[src/rtl/sign_compressor_pkg.sv]
// Shared definitions for the sign_compressor narrowing encoder.
//   - mode encodings seen on in_mode
//   - FSM state encoding
//   - saturation limits for 16-bit signed beats
//   - beat_t: one outgoing halfword beat with its side flags
package sign_compressor_pkg;

  localparam logic [1:0] MODE_COMPACT = 2'd0;
  localparam logic [1:0] MODE_FULL    = 2'd1;
  localparam logic [1:0] MODE_SAT     = 2'd2;

  localparam logic [15:0] SAT_POS = 16'h7FFF;
  localparam logic [15:0] SAT_NEG = 16'h8000;

  typedef enum logic [1:0] {
    IDLE = 2'd0,
    LO   = 2'd1,
    HI   = 2'd2
  } state_t;

  typedef struct packed {
    logic [15:0] data;
    logic        last;
    logic        sat;
  } beat_t;

  // True when the upper half is nothing more than the sign extension of bit 15.
  function automatic logic fits16(input logic [31:0] w);
    return w[31:16] == {16{w[15]}};
  endfunction

endpackage

[src/rtl/sign_compressor_sat_counter.sv]
// sat_counter: CNT_W-bit statistics counter that sticks at all-ones.
// Ports:
//   clk, reset : clock and asynchronous active-high reset
//   inc        : count one event this cycle
//   clr        : synchronous clear, takes priority over inc
//   cnt        : current count
module sat_counter #(
  parameter int CNT_W = 16
) (
  input  logic             clk,
  input  logic             reset,
  input  logic             inc,
  input  logic             clr,
  output logic [CNT_W-1:0] cnt
);

  always_ff @(posedge clk or posedge reset) begin
    if (reset) begin
      cnt <= '0;
    end else if (clr) begin
      cnt <= '0;
    end else if (inc && (cnt != {CNT_W{1'b1}})) begin
      cnt <= cnt + 1'b1;
    end
  end

endmodule

[src/rtl/sign_compressor.sv]
// sign_compressor: narrows 32-bit words to 16-bit halfword beats.
// A word whose upper half is a sign copy of bit 15 may travel as one beat;
// otherwise it is sent low half then high half, or clamped to one saturated
// beat in SAT mode.
// Ports:
//   clk, reset            : clock, asynchronous active-high reset
//   in_valid/in_ready     : input word handshake
//   in_data, in_mode      : word and mode, sampled only on accept
//   out_valid/out_ready   : output beat handshake
//   out_data/out_last/out_sat : beat, final-beat flag, saturated flag
//   cnt_clr               : synchronous clear of the statistics counters
//   cnt_words/cnt_compact/cnt_sat : saturating statistics counters
module sign_compressor
  import sign_compressor_pkg::*;
#(
  parameter int CNT_W = 16
) (
  input  logic             clk,
  input  logic             reset,
  input  logic             in_valid,
  output logic             in_ready,
  input  logic [31:0]      in_data,
  input  logic [1:0]       in_mode,
  output logic             out_valid,
  input  logic             out_ready,
  output logic [15:0]      out_data,
  output logic             out_last,
  output logic             out_sat,
  input  logic             cnt_clr,
  output logic [CNT_W-1:0] cnt_words,
  output logic [CNT_W-1:0] cnt_compact,
  output logic [CNT_W-1:0] cnt_sat
);

  // First beat of a freshly accepted word; the high half, if needed, follows
  // from the holding register.
  function automatic beat_t first_beat(input logic [31:0] w, input logic [1:0] mode);
    beat_t b;
    b.data = w[15:0];
    b.last = 1'b0;
    b.sat  = 1'b0;
    case (mode)
      MODE_COMPACT: b.last = fits16(w);
      MODE_SAT: begin
        b.last = 1'b1;
        if (!fits16(w)) begin
          b.data = w[31] ? SAT_NEG : SAT_POS;
          b.sat  = 1'b1;
        end
      end
      default: b.last = 1'b0;  // FULL and the reserved code always send two beats
    endcase
    return b;
  endfunction

  state_t      state;
  logic [15:0] held_hi;
  beat_t       first_b;
  logic        out_fire;
  logic        accept;

  assign first_b  = first_beat(in_data, in_mode);
  assign out_fire = out_valid && out_ready;
  // A completing last beat frees the output register in the same cycle,
  // which lets back-to-back words stream without a bubble.
  assign in_ready = (state == IDLE) || (out_fire && out_last);
  assign accept   = in_valid && in_ready;

  // Output stage: FSM and registered beat
  always_ff @(posedge clk or posedge reset) begin
    if (reset) begin
      state     <= IDLE;
      out_valid <= 1'b0;
      out_data  <= '0;
      out_last  <= 1'b0;
      out_sat   <= 1'b0;
    end else if (accept) begin
      state     <= LO;
      out_valid <= 1'b1;
      out_data  <= first_b.data;
      out_last  <= first_b.last;
      out_sat   <= first_b.sat;
    end else if (out_fire) begin
      if ((state == LO) && !out_last) begin
        state    <= HI;
        out_data <= held_hi;
        out_last <= 1'b1;
        out_sat  <= 1'b0;
      end else begin
        state     <= IDLE;
        out_valid <= 1'b0;
        out_data  <= '0;
        out_last  <= 1'b0;
        out_sat   <= 1'b0;
      end
    end
  end

  // The high half is only read from the LO state, which reset leaves, so the
  // holding register itself needs no reset.
  always_ff @(posedge clk) begin
    if (accept) begin
      held_hi <= in_data[31:16];
    end
  end

  logic inc_compact;
  logic inc_sat;

  assign inc_compact = accept && first_b.last && !first_b.sat;
  assign inc_sat     = accept && first_b.sat;

  sat_counter #(.CNT_W(CNT_W)) u_cnt_words (
    .clk   (clk),
    .reset (reset),
    .inc   (accept),
    .clr   (cnt_clr),
    .cnt   (cnt_words)
  );

  sat_counter #(.CNT_W(CNT_W)) u_cnt_compact (
    .clk   (clk),
    .reset (reset),
    .inc   (inc_compact),
    .clr   (cnt_clr),
    .cnt   (cnt_compact)
  );

  sat_counter #(.CNT_W(CNT_W)) u_cnt_sat (
    .clk   (clk),
    .reset (reset),
    .inc   (inc_sat),
    .clr   (cnt_clr),
    .cnt   (cnt_sat)
  );

endmodule
[config.mk]
export PLATFORM = sky130hd
export DESIGN_NAME = sign_compressor
export DESIGN_NICKNAME = d
export VERILOG_FILES = /design/src/rtl/sign_compressor_pkg.sv /design/src/rtl/sign_compressor_sat_counter.sv /design/src/rtl/sign_compressor.sv
export SDC_FILE = /design/constraint.sdc
export NUM_CORES = 1
export LEC_CHECK = 0
export CORE_MARGIN = 2
export CORE_UTILIZATION = 45
export DETAILED_ROUTE_END_ITERATION = 8
export PLACE_DENSITY_LB_ADDON = 0.15
export SYNTH_ARGS = -nofsm -noshare
export SYNTH_HDL_FRONTEND = slang
export SYNTH_SLANG_ARGS = --single-unit
[constraint.sdc]
create_clock -name clk -period 2.3 [get_ports clk]
set_input_delay 0.46 -clock clk [delete_from_list [all_inputs] [get_ports clk]]
set_output_delay 0.46 -clock clk [all_outputs]
set_load 0.01 [all_outputs]
==> metrics.md <==
| Metric | Value |
|---|---|
| Result of the run | complete, no violations |
| Overall power | 4.63 mW |
| Synth Area per Inst | 10.2 µm² |
| Source of the worst hold timing path | in_data[24] |
| Worst slack, placed | -0.542 ns |
| Total Negative Setup Slacks | 0 ns |
| Required time of the worst setup path | 2.58 ns |
| Final instance count without filler cells | 718 |
| Share of final-layout standard cells stronger than drive strength 1 | 0.209 |
| First-pass DRT Iterations | 4 |
| Net count reported at finish | 626 |
| Initial standard-cell utilization of the core | 0.468 |
| Max Buffers Root-to-Sink | 2 |
| Power share of the combinational group | 0.343 |
| R2R depth | 6 |
| Worst setup path category | input pin to flip-flop |
| Dominant cell by count in the synthesized netlist | sky130_fd_sc_hd__dfrtp_1 |
| GR Util met1 | 0.324 |
| Buffer and inverter count on the worst path | 2 |
| Number of diodes | 0 |
| Most used routing layer in global routing | met2 |
| Final Hold Vio Count | 0 |
| Synthesized flop and latch total | 85 |
| Clock buffers created by TritonCTS | 9 |
| CTS root buffer | sky130_fd_sc_hd__clkbuf_8 |
| Count of input and output buffers | 106 |
| Most frequent cells after synthesis | sky130_fd_sc_hd__dfrtp_1, sky130_fd_sc_hd__nor2_1, sky130_fd_sc_hd__nand2_1 |
| Internal power consumption | 3.17 mW |
| Min-Delay Path Depth | 1 |
| Crit path largest cell delay | 0.56 ns |
| Count of pins over their slew limit | 0 |
| Maximum net fanout on the critical path | 5 |
| First-pass GRT wire length | 19.7 mm |
| Syn Nets | 469 |
| Aggregate global-route resource usage | 0.238 |
| Number of instances in the synthesized netlist | 427 |
| Die width | 102 µm |
| Worst VDD drop | 0.000350 V |
| Avg WL per Cell | 16.9 µm |
| Met2 track utilization from global routing | 0.387 |
| Transition time at the pin with the least slew margin | 0.758 ns |
| Primary flip-flop cell chosen by synthesis mapping | sky130_fd_sc_hd__dfrtp_1 |
| # IOs | 107 |
| Relative contribution of the clock network to total power | 0.241 |
| Cell taking the most area after synthesis | sky130_fd_sc_hd__dfrtp_1 |
| Via-per-instance ratio | 5.70 |
| Data arrival time at the worst-slack endpoint | 2.55 ns |
| Class of the tightest hold or removal check | input pin to flip-flop |
| Detailed-route wire length | 12.1 mm |
| Count of filler cells inserted in the layout | 776 |
| Maximum achievable frequency | 0.441 GHz |
| Gpl congestion | 0.855 |
| Clock latency of the later-clocked register in the worst-skew pair | 0.36 ns |
| Register share of total power | 0.416 |
| Number of sinks driven by the clock tree | 85 |
| Maximum number of pins on one net before global-route repair | 70 |
| Least setup slack across all paths after layout | 0.0325 ns |
| Post-synth EDFFs | 16 |
| Setup violation total in the final timing report | 0 |
| Endpoint of the worst register-to-register path | u_cnt_words.cnt[15]$_DFFE_PP0P_ |
| Most used cell, CP | sky130_fd_sc_hd__or4_4 |
| Remaining antenna violation count after routing | 0 |
| Count of H-tree levels built during CTS | 3 |
| Hold endpoint | held_hi[8]$_DFFE_PN_ |
| Dominant delay contributor by cell family on the critical path | simple AND/OR/NAND/NOR gates |
| Sequential share of the synthesized area | 0.506 |
| Residual DRC | 0 |
| Estimated wirelength of the detail-placed design | 8.37 mm |
| Total via count after detailed routing | 4,094 |
| Total power density per cell area | 726 mW/mm² |
| Die area | 0.0105 mm² |
| Antenna violations before repair | 0 |
| Worst setup SP type | input pin |
| Met3 track demand over resource in global routing | 0.0458 |
| Switching Power | 1.47 mW |
| Clock Skew | 0.0122 ns |
| Remaining global-route overflow | 0 |
| Share of the synthesized area in the top cell type | 0.396 |
| Mapped Area | 0.00436 mm² |
| Post-synthesis async set-or-reset flop share | 0.812 |
| Cell-by-cell trace of the critical path | clkdlybuf4s15_1 > or4_4 > nor4_4 > o22ai_2 > buf_6 > or4_4 > a21oi_2 |
| Placed cell count | 697 |
| Period minus WS final | 2.27 ns |
| Synth unique cells | 48 |
| Number of global-route vias before repair | 4,094 |
| Leakage | 2.66 nW |
| Core region area | 0.00933 mm² |
| Synthesis-to-finish area growth | 46.3% |
| Row count | 35 |
| Number of DRC markers in iteration 0 | 141 |
| Worst r2r src | state[0]$_DFFE_PP0P_ |
| Total non-filler cell area in the finished layout | 0.00639 mm² |
| Endpoint class of the critical path | flip-flop |
| Number of maximum-capacitance constraint violations | 0 |
| Instance area at placement | 0.00598 mm² |
| Relative slew slack | 0.494 |
| Clock tree from TritonCTS | yes |
| Reg-to-reg slack, setup | 0.19 ns |
| CP max-delay cell | sky130_fd_sc_hd__or4_4 |
| Die Y-Extent | 102 µm |
| Final critical-path share of the clock period | 0.986 |
| Area contributors post-synth | sky130_fd_sc_hd__dfrtp_1, sky130_fd_sc_hd__edfxtp_1, sky130_fd_sc_hd__a21oi_1, sky130_fd_sc_hd__a211o_1, sky130_fd_sc_hd__a22o_1 |
| Switching share of power | 0.317 |
| Synthesis warning total | 0 |
| Clock Pin Slew Worst Setup and Hold Paths | 0.09 ns |
| Number of logic stages on the critical path including buffering | 7 |
-- registers in the layout, summed over array words and instances, names as in the netlist --
| register | cells |
|---|---|
| state | 2 |
| out_sat | 1 |
| out_last | 1 |
| out_valid | 1 |
| u_cnt_compact.cnt | 16 |
| u_cnt_sat.cnt | 16 |
| out_data | 16 |
| u_cnt_words.cnt | 16 |
| held_hi | 16 |
-- power by group through the flow --
stage | combinational, mW | clock [mW] | sequential [mW]
final | 1.59 | 1.12 | 1.93
after global routing | 1.72 | 1.21 | 1.96
after CTS | 1.57 | 1.15 | 1.93
after detailed placement | 1.55 | 0 | 1.96
after global placement | 1.52 | 0 | 1.95
after floorplan | 0.676 | 0 | 2.02
-- layout by cell type, fill, tap and decap left out, types with 5 or more instances in the layout --
master | synthesis | final
sky130_fd_sc_hd__a211o_1 | 15 | 15
sky130_fd_sc_hd__nor2b_1 | 10 | 10
sky130_fd_sc_hd__o31ai_1 | 16 | 16
sky130_fd_sc_hd__dlygate4sd2_1 | 0 | 7
sky130_fd_sc_hd__xnor2_1 | 6 | 6
sky130_fd_sc_hd__or4_1 | 15 | 12
sky130_fd_sc_hd__dfrtp_1 | 69 | 69
sky130_fd_sc_hd__or3_1 | 8 | 7
sky130_fd_sc_hd__buf_4 | 0 | 52
sky130_fd_sc_hd__mux2_2 | 9 | 8
sky130_fd_sc_hd__and4_1 | 7 | 7
sky130_fd_sc_hd__nand2_1 | 29 | 29
sky130_fd_sc_hd__and3_1 | 8 | 8
sky130_fd_sc_hd__buf_12 | 0 | 5
sky130_fd_sc_hd__nor2_1 | 33 | 33
sky130_fd_sc_hd__nor3_1 | 10 | 8
sky130_fd_sc_hd__inv_1 | 11 | 10
sky130_fd_sc_hd__a21oi_2 | 0 | 10
sky130_fd_sc_hd__nand3_1 | 21 | 20
sky130_fd_sc_hd__edfxtp_1 | 16 | 16
sky130_fd_sc_hd__clkbuf_8 | 0 | 9
sky130_fd_sc_hd__o21ai_0 | 11 | 11
sky130_fd_sc_hd__nand4_1 | 13 | 13
sky130_fd_sc_hd__a21oi_1 | 28 | 17
sky130_fd_sc_hd__or4_4 | 2 | 5
sky130_fd_sc_hd__and2_1 | 6 | 5
sky130_fd_sc_hd__a22o_1 | 15 | 15
sky130_fd_sc_hd__clkdlybuf4s50_1 | 0 | 93
sky130_fd_sc_hd__buf_6 | 2 | 5
-- per-stage QoR --
stage	util	hold slack [ns]
2_1_floorplan	-	0.512
3_3_place_gp	0.641	0.487
3_5_place_dp	0.641	0.497
4_1_cts	0.674	0.446
5_1_grt	0.685	0.366
6_report	0.685	0.378
-- per-layer routing --
layer  share of wire  vias to the layer above
met5               0                        -
met3           0.045                       17
met4           0.016                        0
li1                -                     1949
met1            0.46                     2004
met2            0.48                      124
-- worst max-delay path by stage --
stage / from / end / slack, ns
after global placement: in_data[25] / u_cnt_compact.cnt[14]$_DFFE_PP0P_ / -0.51
after detailed placement: in_data[25] / u_cnt_compact.cnt[3]$_DFFE_PP0P_ / -0.54
final: in_data[28] / u_cnt_compact.cnt[6]$_DFFE_PP0P_ / 0.03
after global routing: in_data[18] / u_cnt_compact.cnt[6]$_DFFE_PP0P_ / -0.01
after CTS: out_ready / in_ready / 0.003
after floorplan: in_data[25] / u_cnt_compact.cnt[8]$_DFFE_PP0P_ / 0.01
-- logic make-up (layout without fill, tap and decap cells) --
group                      after synthesis  after routing  synth area share
and+or+nand+nor                        176            176             0.226
DFF                                     85             85             0.506
muxes                                   14             14            0.0353
adders and majority gates                3              3           0.00860
AOI/OAI and AO/OA                      105            105             0.169
xor gates and xnor gates                10             10            0.0201
buffers and inverters                   34            196            0.0344
-- cell type report --
cell class	instances	area (µm²)	share of cell area
well taps	129	161	0.0253
flip-flops and latches	85	2210	0.346
clock inverters	7	80.1	0.0125
inverters	12	47.5	0.00745
multi-input cells	308	2160	0.339
clock buffers	9	124	0.0194
repair buffers	168	1600	0.251
-- timing repair --
item	4_1_cts	5_1_grt
pin swaps	8	7
gates cloned	2	1
hold endpoints to repair	0	0
setup endpoints to repair	47	47
hold buffers	0	0
resized for setup	26	28
buffers inserted	2	0
Note: power is estimated with default switching activity, not from simulation.
